<file path="src/rtl/jand_pulse_driver.sv">
// jand_pulse_driver
//   Drives the two data inputs and the clock input of a clocked SFQ AND gate,
//   one operand bit pair per gate clock (LSB first), and captures the gate's
//   output pulses into a result word.
//
//   Ports
//     clk, rst       system clock, synchronous active-high reset
//     in_valid/ready operand handshake; in_ready is high only while idle
//     in_a, in_b     operand words for the dina / dinb pulse streams
//     dina, dinb     1-cycle data pulses to gate inputs A / B
//     gclk           1-cycle clock pulse to the gate
//     dout           gate output level; a rising edge is one pulse
//     res_valid      1-cycle result strobe (no backpressure)
//     res_data       bit i = pulse seen in response window i
//     res_mismatch   res_data differs from in_a & in_b
//     res_stray      edge outside a window, or a second edge inside one
module jand_pulse_driver #(
   parameter int WIDTH     = 8,
   parameter int SETUP_CYC = 2,
   parameter int RESP_WIN  = 4,
   parameter int GAP_CYC   = 2
) (
   input  logic             clk,
   input  logic             rst,
   input  logic             in_valid,
   output logic             in_ready,
   input  logic [WIDTH-1:0] in_a,
   input  logic [WIDTH-1:0] in_b,
   output logic             dina,
   output logic             dinb,
   output logic             gclk,
   input  logic             dout,
   output logic             res_valid,
   output logic [WIDTH-1:0] res_data,
   output logic             res_mismatch,
   output logic             res_stray
);

   localparam int MAXC0 = (SETUP_CYC > RESP_WIN) ? SETUP_CYC : RESP_WIN;
   localparam int MAXC  = (MAXC0 > GAP_CYC) ? MAXC0 : GAP_CYC;
   localparam int CW    = ($clog2(MAXC + 1) < 1) ? 1 : $clog2(MAXC + 1);
   localparam int IW    = (WIDTH > 1) ? $clog2(WIDTH) : 1;

   localparam logic [CW-1:0] SETUP_LAST = CW'(SETUP_CYC - 2);
   localparam logic [CW-1:0] WAIT_LAST  = CW'(RESP_WIN - 1);
   localparam logic [CW-1:0] GAP_LAST   = CW'(GAP_CYC - 1);
   localparam logic [IW-1:0] BIT_LAST   = IW'(WIDTH - 1);

   typedef enum logic [2:0] {
      S_IDLE, S_DATA, S_SETUP, S_CLK, S_WAIT, S_GAP, S_DONE
   } state_t;

   state_t           state;
   logic [CW-1:0]    cnt;
   logic [IW-1:0]    bit_idx;
   logic [WIDTH-1:0] a_q, b_q;     // full operands, kept for the mismatch check
   logic [WIDTH-1:0] a_sh, b_sh;   // shifted so bit 0 is the current bit
   logic [WIDTH-1:0] a_nx, b_nx;
   logic [WIDTH-1:0] cap, cap_nxt;
   logic             stray_acc, stray_nxt;
   logic             hit, hit_nxt; // current window already saw an edge
   logic             dout_prev;
   logic             dedge;

   assign a_nx  = a_sh >> 1;
   assign b_nx  = b_sh >> 1;
   assign dedge = dout & ~dout_prev;

   // Scoring of the edge sampled in the current state. The final result is
   // built from these next values so an edge in the last WAIT cycle (or in the
   // last GAP cycle) still lands in the result presented in DONE.
   always_comb begin
      cap_nxt   = cap;
      stray_nxt = stray_acc;
      hit_nxt   = hit;
      if (dedge) begin
         unique case (state)
            S_WAIT: begin
               if (hit) begin
                  stray_nxt = 1'b1;
               end else begin
                  cap_nxt[bit_idx] = 1'b1;
                  hit_nxt          = 1'b1;
               end
            end
            S_DATA, S_SETUP, S_CLK, S_GAP: stray_nxt = 1'b1;
            default: ;
         endcase
      end
   end

   always_ff @(posedge clk) begin
      if (rst) begin
         state        <= S_IDLE;
         cnt          <= '0;
         bit_idx      <= '0;
         a_q          <= '0;
         b_q          <= '0;
         a_sh         <= '0;
         b_sh         <= '0;
         cap          <= '0;
         stray_acc    <= 1'b0;
         hit          <= 1'b0;
         dout_prev    <= 1'b0;
         in_ready     <= 1'b1;
         dina         <= 1'b0;
         dinb         <= 1'b0;
         gclk         <= 1'b0;
         res_valid    <= 1'b0;
         res_data     <= '0;
         res_mismatch <= 1'b0;
         res_stray    <= 1'b0;
      end else begin
         dout_prev <= dout;
         dina      <= 1'b0;
         dinb      <= 1'b0;
         gclk      <= 1'b0;
         res_valid <= 1'b0;
         cap       <= cap_nxt;
         stray_acc <= stray_nxt;
         hit       <= hit_nxt;

         // Outputs are registered: each transition also loads the pulse
         // values belonging to the state being entered.
         unique case (state)
            S_IDLE: begin
               if (in_valid) begin
                  a_q       <= in_a;
                  b_q       <= in_b;
                  a_sh      <= in_a;
                  b_sh      <= in_b;
                  bit_idx   <= '0;
                  cap       <= '0;
                  stray_acc <= 1'b0;
                  hit       <= 1'b0;
                  in_ready  <= 1'b0;
                  dina      <= in_a[0];
                  dinb      <= in_b[0];
                  state     <= S_DATA;
               end
            end
            S_DATA: begin
               cnt <= '0;
               if (SETUP_CYC > 1) begin
                  state <= S_SETUP;
               end else begin
                  gclk  <= 1'b1;
                  state <= S_CLK;
               end
            end
            S_SETUP: begin
               if (cnt == SETUP_LAST) begin
                  gclk  <= 1'b1;
                  state <= S_CLK;
               end else begin
                  cnt <= cnt + 1'b1;
               end
            end
            S_CLK: begin
               cnt   <= '0;
               state <= S_WAIT;
            end
            S_WAIT, S_GAP: begin
               if (state == S_WAIT && cnt != WAIT_LAST) begin
                  cnt <= cnt + 1'b1;
               end else if (state == S_WAIT && GAP_CYC > 0) begin
                  cnt   <= '0;
                  state <= S_GAP;
               end else if (state == S_GAP && cnt != GAP_LAST) begin
                  cnt <= cnt + 1'b1;
               end else if (bit_idx == BIT_LAST) begin
                  res_valid    <= 1'b1;
                  res_data     <= cap_nxt;
                  res_mismatch <= (cap_nxt != (a_q & b_q));
                  res_stray    <= stray_nxt;
                  state        <= S_DONE;
               end else begin
                  bit_idx <= bit_idx + 1'b1;
                  a_sh    <= a_nx;
                  b_sh    <= b_nx;
                  dina    <= a_nx[0];
                  dinb    <= b_nx[0];
                  hit     <= 1'b0;
                  state   <= S_DATA;
               end
            end
            S_DONE: begin
               in_ready <= 1'b1;
               state    <= S_IDLE;
            end
            default: state <= S_IDLE;
         endcase
      end
   end

endmodule

</file>
<file path="config.mk">
export PLATFORM = sky130hd
export DESIGN_NAME = jand_pulse_driver
export DESIGN_NICKNAME = d
export VERILOG_FILES = /design/src/rtl/jand_pulse_driver.sv
export SDC_FILE = /design/constraint.sdc
export NUM_CORES = 1
export LEC_CHECK = 0
export ABC_AREA = 1
export CAP_MARGIN = 25
export CORE_MARGIN = 2
export CORE_UTILIZATION = 60
export CTS_BUF_LIST = sky130_fd_sc_hd__clkbuf_8
export CTS_CLUSTER_DIAMETER = 120
export DETAILED_ROUTE_END_ITERATION = 16
export GPL_TIMING_DRIVEN = 0
export MAX_ROUTING_LAYER = met4
export PLACE_DENSITY = 0.93
export SYNTH_ARGS = -nofsm -noshare
export SYNTH_HDL_FRONTEND = slang
export SYNTH_SLANG_ARGS = --single-unit
</file>
<file path="constraint.sdc">
create_clock -name clk -period 3.5 [get_ports clk]
set_input_delay 0.35 -clock clk [delete_from_list [all_inputs] [get_ports clk]]
set_output_delay 0.35 -clock clk [all_outputs]
set_load 0.02 [all_outputs]
</file>
; ---- Yosys cells after proc, flatten, opt, wreduce, memory -nomap -nowiden
; Cells that the tools add are included.
[op_classes]
n_bitwise = 9
eq_ne = 19
n_mux = 66
order_cmp = 2
n_reduce_logical = 19
add_sub_neg = 2
[op_table]
columns = cell, n
row1 = 2-to-1 mux 8 bit, 15
row2 = 2-to-1 mux 3 bit, 15
row3 = case mux 8 bit (2 select lines), 2
row4 = 2-to-1 mux 1 bit, 25
row5 = case mux 3 bit (5 select lines), 1
row6 = inequality test 2 bit (second input constant), 7
row7 = equality test 3 bit (second input constant), 4
row8 = case mux 1 bit (2 select lines), 5
row9 = case mux 3 bit (3 select lines), 1
row10 = bitwise AND 8 bit, 1
row11 = inequality test 8 bit, 1
row12 = bitwise OR 8 bit, 1
row13 = adder 3 x 1 -> 3 bit (second input constant), 2
row14 = equality test 3 x 2 -> 1 bit (second input constant), 2
row15 = zero test 3 bit, 2
row16 = inverter 1 bit, 6
row17 = case mux 3 bit (2 select lines), 1
row18 = AND reduction 6 bit, 1
row19 = OR reduction 2 bit, 3
row20 = AND reduction 5 bit, 1
row21 = OR reduction 5 bit, 1
row22 = less-than comparator 3 x 4 -> 1 bit (second input constant), 1
row23 = inequality test 4 bit (second input constant), 1
row24 = AND reduction 2 bit, 2
row25 = 13 further kinds, 16
[totals]
elab_cells = 136
output_inout_bits = 15
input_bits = 20
regBits = 67

; ---- Longest topological paths before layout
; Gate-level depths: netlist (run 1).
[logic_depth]
depth_word = 10
depth_mapped = 12
mapped_depth_nobuf = 11

; ---- Least setup slack after synthesis (run 1)
; Ideal clock, no wire load.
[synth_path]
path_type = register to register
from = register bit_idx[0]
to = register bit_idx[0]
t_required_ns = 3.384
n_path_buf = 1
slack_ns = 1.962
arrival_ns = 1.422
stages_incl_launch_ff = 9
path_cell_list = dfxtp_1 ha_1 ha_1 o21ai_1 nand3_2 inv_2 buf_6 o21ai_1 o211a_1
[synth_via]
elab_chain_cells = 6
[synth_rtl]
columns = element, line
row1 = from (decl), 55  ; logic [IW-1:0] bit_idx;
row2 = from (signal assigned), 178  ; bit_idx <= bit_idx + 1'b1;
row3 = adder 3 x 1 -> 3 bit, 178
row4 = 2-to-1 mux 3 bit, 171  ; end else if (bit_idx == BIT_LAST) begin
row5 = 2-to-1 mux 3 bit, 169  ; end else if (state == S_GAP && cnt != GAP_LAST) begin
row6 = 2-to-1 mux 3 bit, 166  ; end else if (state == S_WAIT && GAP_CYC > 0) begin
row7 = 2-to-1 mux 3 bit, 164  ; if (state == S_WAIT && cnt != WAIT_LAST) begin
row8 = case mux 3 bit (2 select lines), 125  ; unique case (state)
; Several ways; a longest one is shown, not always the timed one. The select of a mux whose other input is x is not followed.
; A chain may end at the register's enable or synchronous reset.

; ---- Worst setup path in the final report (run 1)
[layout_path]
from = register bit_idx[0]
to = register b_sh[4]
[layout_via]
elab_chain_cells = 3
[layout_rtl]
columns = element, line
row1 = equality test 3 bit, 171
row2 = inequality test 2 bit (no line), n/a
row3 = AND reduction 6 bit (no line), n/a
row4 = to (signal assigned), 131  ; b_sh <= in_b;
row5 = to (signal assigned), 180  ; b_sh <= b_nx;
row6 = to (decl), 57  ; logic [WIDTH-1:0] a_sh, b_sh;
; Every way passes these cells.

==> metrics.txt, run 1 <==
outcome completed; global-route wire length before repair roughly 11000 µm; Adder-Cell Fraction of Synth Area 0.0311; die height slightly above 70 µm; CP startpoint kind register; clock transition at the registers of the reported paths about 70 ps; Netlist Area Pre-Place 0.00281 mm²; routed wire length 6300 µm; CTS tree done; ANT cells 0; main combinational cell family by area after synthesis simple AND/OR/NAND/NOR gates; Reg2Reg Depth 7; largest cells by area after synthesis dfxtp_1, nand2_1, nor2_1, o21ai_0, a21oi_1; Syn Area/Cell roughly 7.3 µm²; Mapped Cells between 300 and 400; pin count of the biggest net entering global routing 11; final setup fails 0; Residual DRC 0; Setup CP Type reg -> reg; synthesized flop and latch total 65; routed len/inst 12.9 µm; peak supply drop between 0.4 and 0.5 mV; relative slew slack 0.622; postcts setup bufs 0; Starting Density 0.633; sequential-to-total area share from yosys stat 0.463; CORE AREA 0.00444 mm²; fmax 555 MHz; Multi-input gate area 0.00130 mm²; most frequent cells in the layout nand2_1, dfxtp_1, nor2_1, o21ai_0; Worst EP arrival 2020 ps; PwrDens 691 mW/mm²; most common cell after layout, fill and taps aside nand2_1; top cell type's share of synthesized area 0.463; Setup TNS 0 ps; total power 2.34 mW; number of synthesized flops with an enable pin 0; Root Buffer Master clkbuf_8; hold depth 2; gr usage total 0.269; total congestion overflow 0; hold slack around 460 ps; first-pass detailed-route iteration total 6; Hold Path Origin b_q[0]; Max-Cap Viols 0; Final Net Count 457; LEAKAGE 1.43 nW; CTS max path bufs 2; final slew viol count 0; mux share of post-synthesis cell area 0; dpl hpwl between 4000 and 5000 µm; # rows 24; FF/Latch Area 0.00130 mm²; vias in the first global route ~2500; Layout Cells excl Fill 487; Via Count around 2700; unrepaired setup endpoints after global routing false; Hold WC Path Type reg -> reg; Via density 5.51; Worst R2R End b_sh[4]; Synth area leader dfxtp_1; Worst-Skew Late Latency 350 ps; post-synth cell types 30; die area 0.00525 mm²; CTS Hold Bufs 0; clk_skew 8.32 ps; Layout area overhead 20.6%; post-CTS resize count 0; clock sink count 65; port bufs 34; DRT iter0 DRCs 191; CP endpoint kind register; initial antenna violation count 0; number of H-tree levels 3; critical path fanouts, max 10; RR Startpoint bit_idx[0]; Ys Warns 0; setup ws final 1700 ps; Main synth FF type dfxtp_1; RD Place Congestion 0.931; min Tclk post-route 1800 ps; antenna-violating nets left 0; register-to-register setup slack 1700 ps; syn_nets around 410; Hold Path Sink b_q[0]; Placed Instances 471; cts bufs inserted 9; num ports 35; Async S/R FF share, synth 0; period utilization 0.514; Hold Vio Cnt, Final 0; die width 72.5 µm; fill count 331; pin slew with the least headroom to its limit 567 ps; dpl ws between 1500 and 2000 ps; worst path required time 3720 ps; XOR/XNOR share of the synthesized area 0.00934; complex-gate fraction of the synthesized area 0.181; simple-gate area share of the yosys netlist 0.241; share of cells above drive strength 1 0.0759
==> Yosys cell counts (7+ instances only) <==
cell type,count
nand2_1,85
dfxtp_1,65
nor2_1,57
o21ai_0,38
inv_1,32
a21oi_1,27
a31oi_1,12
o21ai_1,9
clkbuf_1,8
ha_1,7
inv_2,7
nand3_1,7
==> through the flow <==
stage	util	area (µm²)
finish	0.763	3390
detailed placement	0.724	3220
global placement	0.724	3220
floorplan	-	2810
global route	0.763	3390
CTS	0.763	3390
==> flip-flops by register name, indices dropped and copies added (netlist names), 3 cells and up <==
register	flops
res_data	8
a_q	8
a_sh	7
b_q	8
cnt	3
b_sh	7
cap	8
bit_idx	3
state	3
==> report_power, final <==
part / internal, mW / switching (mW) / total [mW]
logic: 0.279 / 0.505 / 0.785
clock network: 0.286 / 0.270 / 0.556
registers: 0.899 / 0.103 / 1.00
total: 1.46 / 0.878 / 2.34
==> logic make-up after synthesis <==
logic type,Yosys count
AO/OA/AOI/OAI,94
XOR/XNOR,3
adder cells (fa/ha/maj),7
buffers and inverters,53
flip-flops,65
AND/OR/NAND/NOR,163
==> worst max-delay path by stage <==
stage,slack [ps],startpoint,cells after the start,to
after global routing,1560,state[0],10,res_mismatch
after CTS,1720,state[2],7,a_q[6]
after floorplan,1960,bit_idx[0],8,bit_idx[0]
final,1700,bit_idx[0],7,b_sh[4]
after global placement,1580,in_valid,7,a_q[6]
after detailed placement,1570,in_valid,7,a_q[6]
==> layer usage <==
| metal | vias to the layer above | global-route usage | wire (µm) |
|---|---|---|---|
| met3 | 16 | 0.0486 | 405 |
| li1 | 1343 | - | - |
| met1 | 1229 | 0.316 | 2830 |
| met4 | 0 | 0.154 | 157 |
| met5 | - | - | 0 |
| met2 | 93 | 0.432 | 2910 |
==> area by class of cell <==
type | instances | share of cell area
buffer | 14 | 0.0195
clock buffer | 11 | 0.0446
clock inverter | 5 | 0.00664
inverter | 39 | 0.0432
multi-input combinational | 267 | 0.383
sequential | 65 | 0.384
tap | 52 | 0.0192
timing repair buffer | 34 | 0.100
==> critical path, cell delays in order, from the launching register on <==
cell	delay, ps
dfxtp_1	360
ha_1	210
ha_1	220
o21ai_1	180
nand3_2	170
inv_2	170
buf_2	240
a31oi_1	110
Note: power is estimated with default switching activity, not from simulation.
==> inputs of run 2 (changes only) <==
--- a/config.mk
+++ b/config.mk
@@ -8,13 +8,13 @@
 export ABC_AREA = 1
 export CAP_MARGIN = 25
 export CORE_MARGIN = 2
-export CORE_UTILIZATION = 60
+export CORE_UTILIZATION = 57
 export CTS_BUF_LIST = sky130_fd_sc_hd__clkbuf_8
 export CTS_CLUSTER_DIAMETER = 120
 export DETAILED_ROUTE_END_ITERATION = 16
 export GPL_TIMING_DRIVEN = 0
 export MAX_ROUTING_LAYER = met4
-export PLACE_DENSITY = 0.93
+export PLACE_DENSITY = 0.9
 export SYNTH_ARGS = -nofsm -noshare
 export SYNTH_HDL_FRONTEND = slang
 export SYNTH_SLANG_ARGS = --single-unit
==> constraint.sdc (replaced) <==
create_clock -name clk -period 1.7 [get_ports clk]
set_input_delay 0.17 -clock clk [delete_from_list [all_inputs] [get_ports clk]]
set_output_delay 0.17 -clock clk [all_outputs]
set_load 0.02 [all_outputs]
==> run 2 against run 1 <==
Maximum frequency grew 13%. Worst setup slack lost 1600 ps. Design area grew 6.0%. Final cell count grew 4.5%. Critical path depth grew 1. Sequential share of layout area shrank 2.0 points. Critical endpoint is now a_sh[4]. Non-clock buffer count grew 6.
==> metrics.txt, run 2 (synthesized netlist as in run 1, its figures left out) <==
routed wire length 7150 µm (+13%); final slew viol count 0 (unchanged); number of H-tree levels 3 (unchanged); hold slack 421 ps (-42.2 ps); share of cells above drive strength 1 0.143 (+0.0667); die width 74.2 µm (+2.5%); Met2 Wirelength 3470 µm (+19%); Via density 5.43 (-1.3%); global-route wire length before repair 11100 µm (+4.9%); dpl ws -80.4 ps (-1650 ps); pin slew with the least headroom to its limit 500 ps (-66.9 ps); die area 0.00551 mm² (+5.0%); unrepaired setup endpoints after global routing false; Hold WC Path Type in -> reg; worst path required time 1960 ps (-1760 ps); Worst EP arrival 1850 ps (-170 ps); peak supply drop 0.930 mV (+96%); Residual DRC 0 (unchanged); WL met3 440 µm (+8.6%); gr usage total 0.278 (+0.00891); RD Place Congestion 0.945 (+1.6%); period utilization 0.935 (+0.421); initial antenna violation count 0 (unchanged); cts bufs inserted 9 (unchanged); fmax 629 MHz (+13%); clock sink count 65 (unchanged); final setup fails 0 (unchanged); Setup CP Type reg -> reg; dpl hpwl 4700 µm (+1.8%); post-route cell area 0.00359 mm² (+6.0%); vias in the first global route 2533 (-0.24%); # rows 25 (+4.2%); first-pass detailed-route iteration total 6 (unchanged); min Tclk post-route 1590 ps (-211 ps); Top Metal Used met4; final core occ 0.756 (-0.00718); setup ws final 111 ps (-1590 ps); routed len/inst 14.0 µm (+8.5%); Placed Instances 486 (+3.2%); Final Net Count 464 (+1.5%); die height 74.2 µm (+2.5%); Post-DP Area 0.00324 mm² (+0.58%); Starting Density 0.592 (-0.0413); Via Count 2765 (+3.1%); most common cell after layout, fill and taps aside nand2_1; Worst-Skew Late Latency 350 ps (about the same); clk_skew 12.7 ps (+4.35 ps); CP startpoint kind register; Setup TNS 0 ps (unchanged); critical path fanouts, max 10 (unchanged); CTS max path bufs 2 (unchanged); port bufs 34 (unchanged); Max-Cap Viols 0 (unchanged); CORE AREA 0.00475 mm² (+7.0%); total power 5.41 mW (+130%); antenna-violating nets left 0 (unchanged); num ports 35 (unchanged); total congestion overflow 0 (unchanged); Root Buffer Master clkbuf_8; CP endpoint kind register; LEAKAGE 1.49 nW (+4.5%); Layout area overhead 27.8%; DRT iter0 DRCs 249 (+30%); CTS tree done; met1 WL 3060 µm (+8.5%); register-to-register setup slack 110 ps (-1590 ps); relative slew slack 0.666 (+0.0446); PwrDens 1500 mW/mm² (+120%); outcome completed; most frequent cells in the layout nand2_1, dfxtp_1, nor2_1, o21ai_0, clkdlybuf4s50_1; Layout Cells excl Fill 509 (+4.5%); fill count 368 (+11%); pin count of the biggest net entering global routing 12 (+1); ANT cells 0 (unchanged); clock transition at the registers of the reported paths 70 ps (about the same); Hold Vio Cnt, Final 0 (unchanged)
## run 2: cell count changes in the layout (fill, tap and decap cells not counted), sizes merged
cell,change
buf,+6
clkinv,-2
clkinvlp,+2
inv,-2
bufinv,+1
clkbuf,+1
nor2,+1
## run 2: routing by layer
metal  track usage  vias up
met4         0.165        0
li1              -     1358
met5             -        -
met3        0.0583       19
met2         0.441      118
met1         0.323     1270
## run 2: what timing repair did
item,4_1_cts,5_1_grt
hold buffers,0,0
pin swaps,2,5
resized for setup,5,25
gates cloned,0,1
setup endpoints to repair,31,44
setup buffers,2,4
## run 2: worst paths after layout
| kind | from | endpoint | cells past startpoint |
|---|---|---|---|
| max | bit_idx[0] | a_sh[4] | 8 |
| min | dout | dout_prev | 3 |
| max reg2reg | bit_idx[0] | a_sh[4] | 8 |
| min reg2reg | a_q[0] | a_q[0] | 2 |
## run 2: layout make-up
class	count	area, µm²	area share
Buffer	14	71.3	0.0198
Clock buffer	12	165	0.0459
Clock inverter	4	50.0	0.0139
Inverter	39	149	0.0414
Multi-Input combinational cell	268	1380	0.384
Sequential cell	65	1310	0.364
Tap cell	67	83.8	0.0233
Timing Repair Buffer	40	385	0.107
## run 2: power breakdown
part	internal [mW]	switching [mW]	total (mW)
combinational	0.730	1.19	1.92
sequential	1.86	0.229	2.09
clock	0.794	0.607	1.40
## run 2: critical path, cell delays in order (launching register included)
cell	delay, ps
dfxtp_2	340
ha_1	200
ha_2	200
o21ai_2	140
nand3_2	130
inv_4	110
buf_6	140
o21ai_1	60
a31oi_1	180
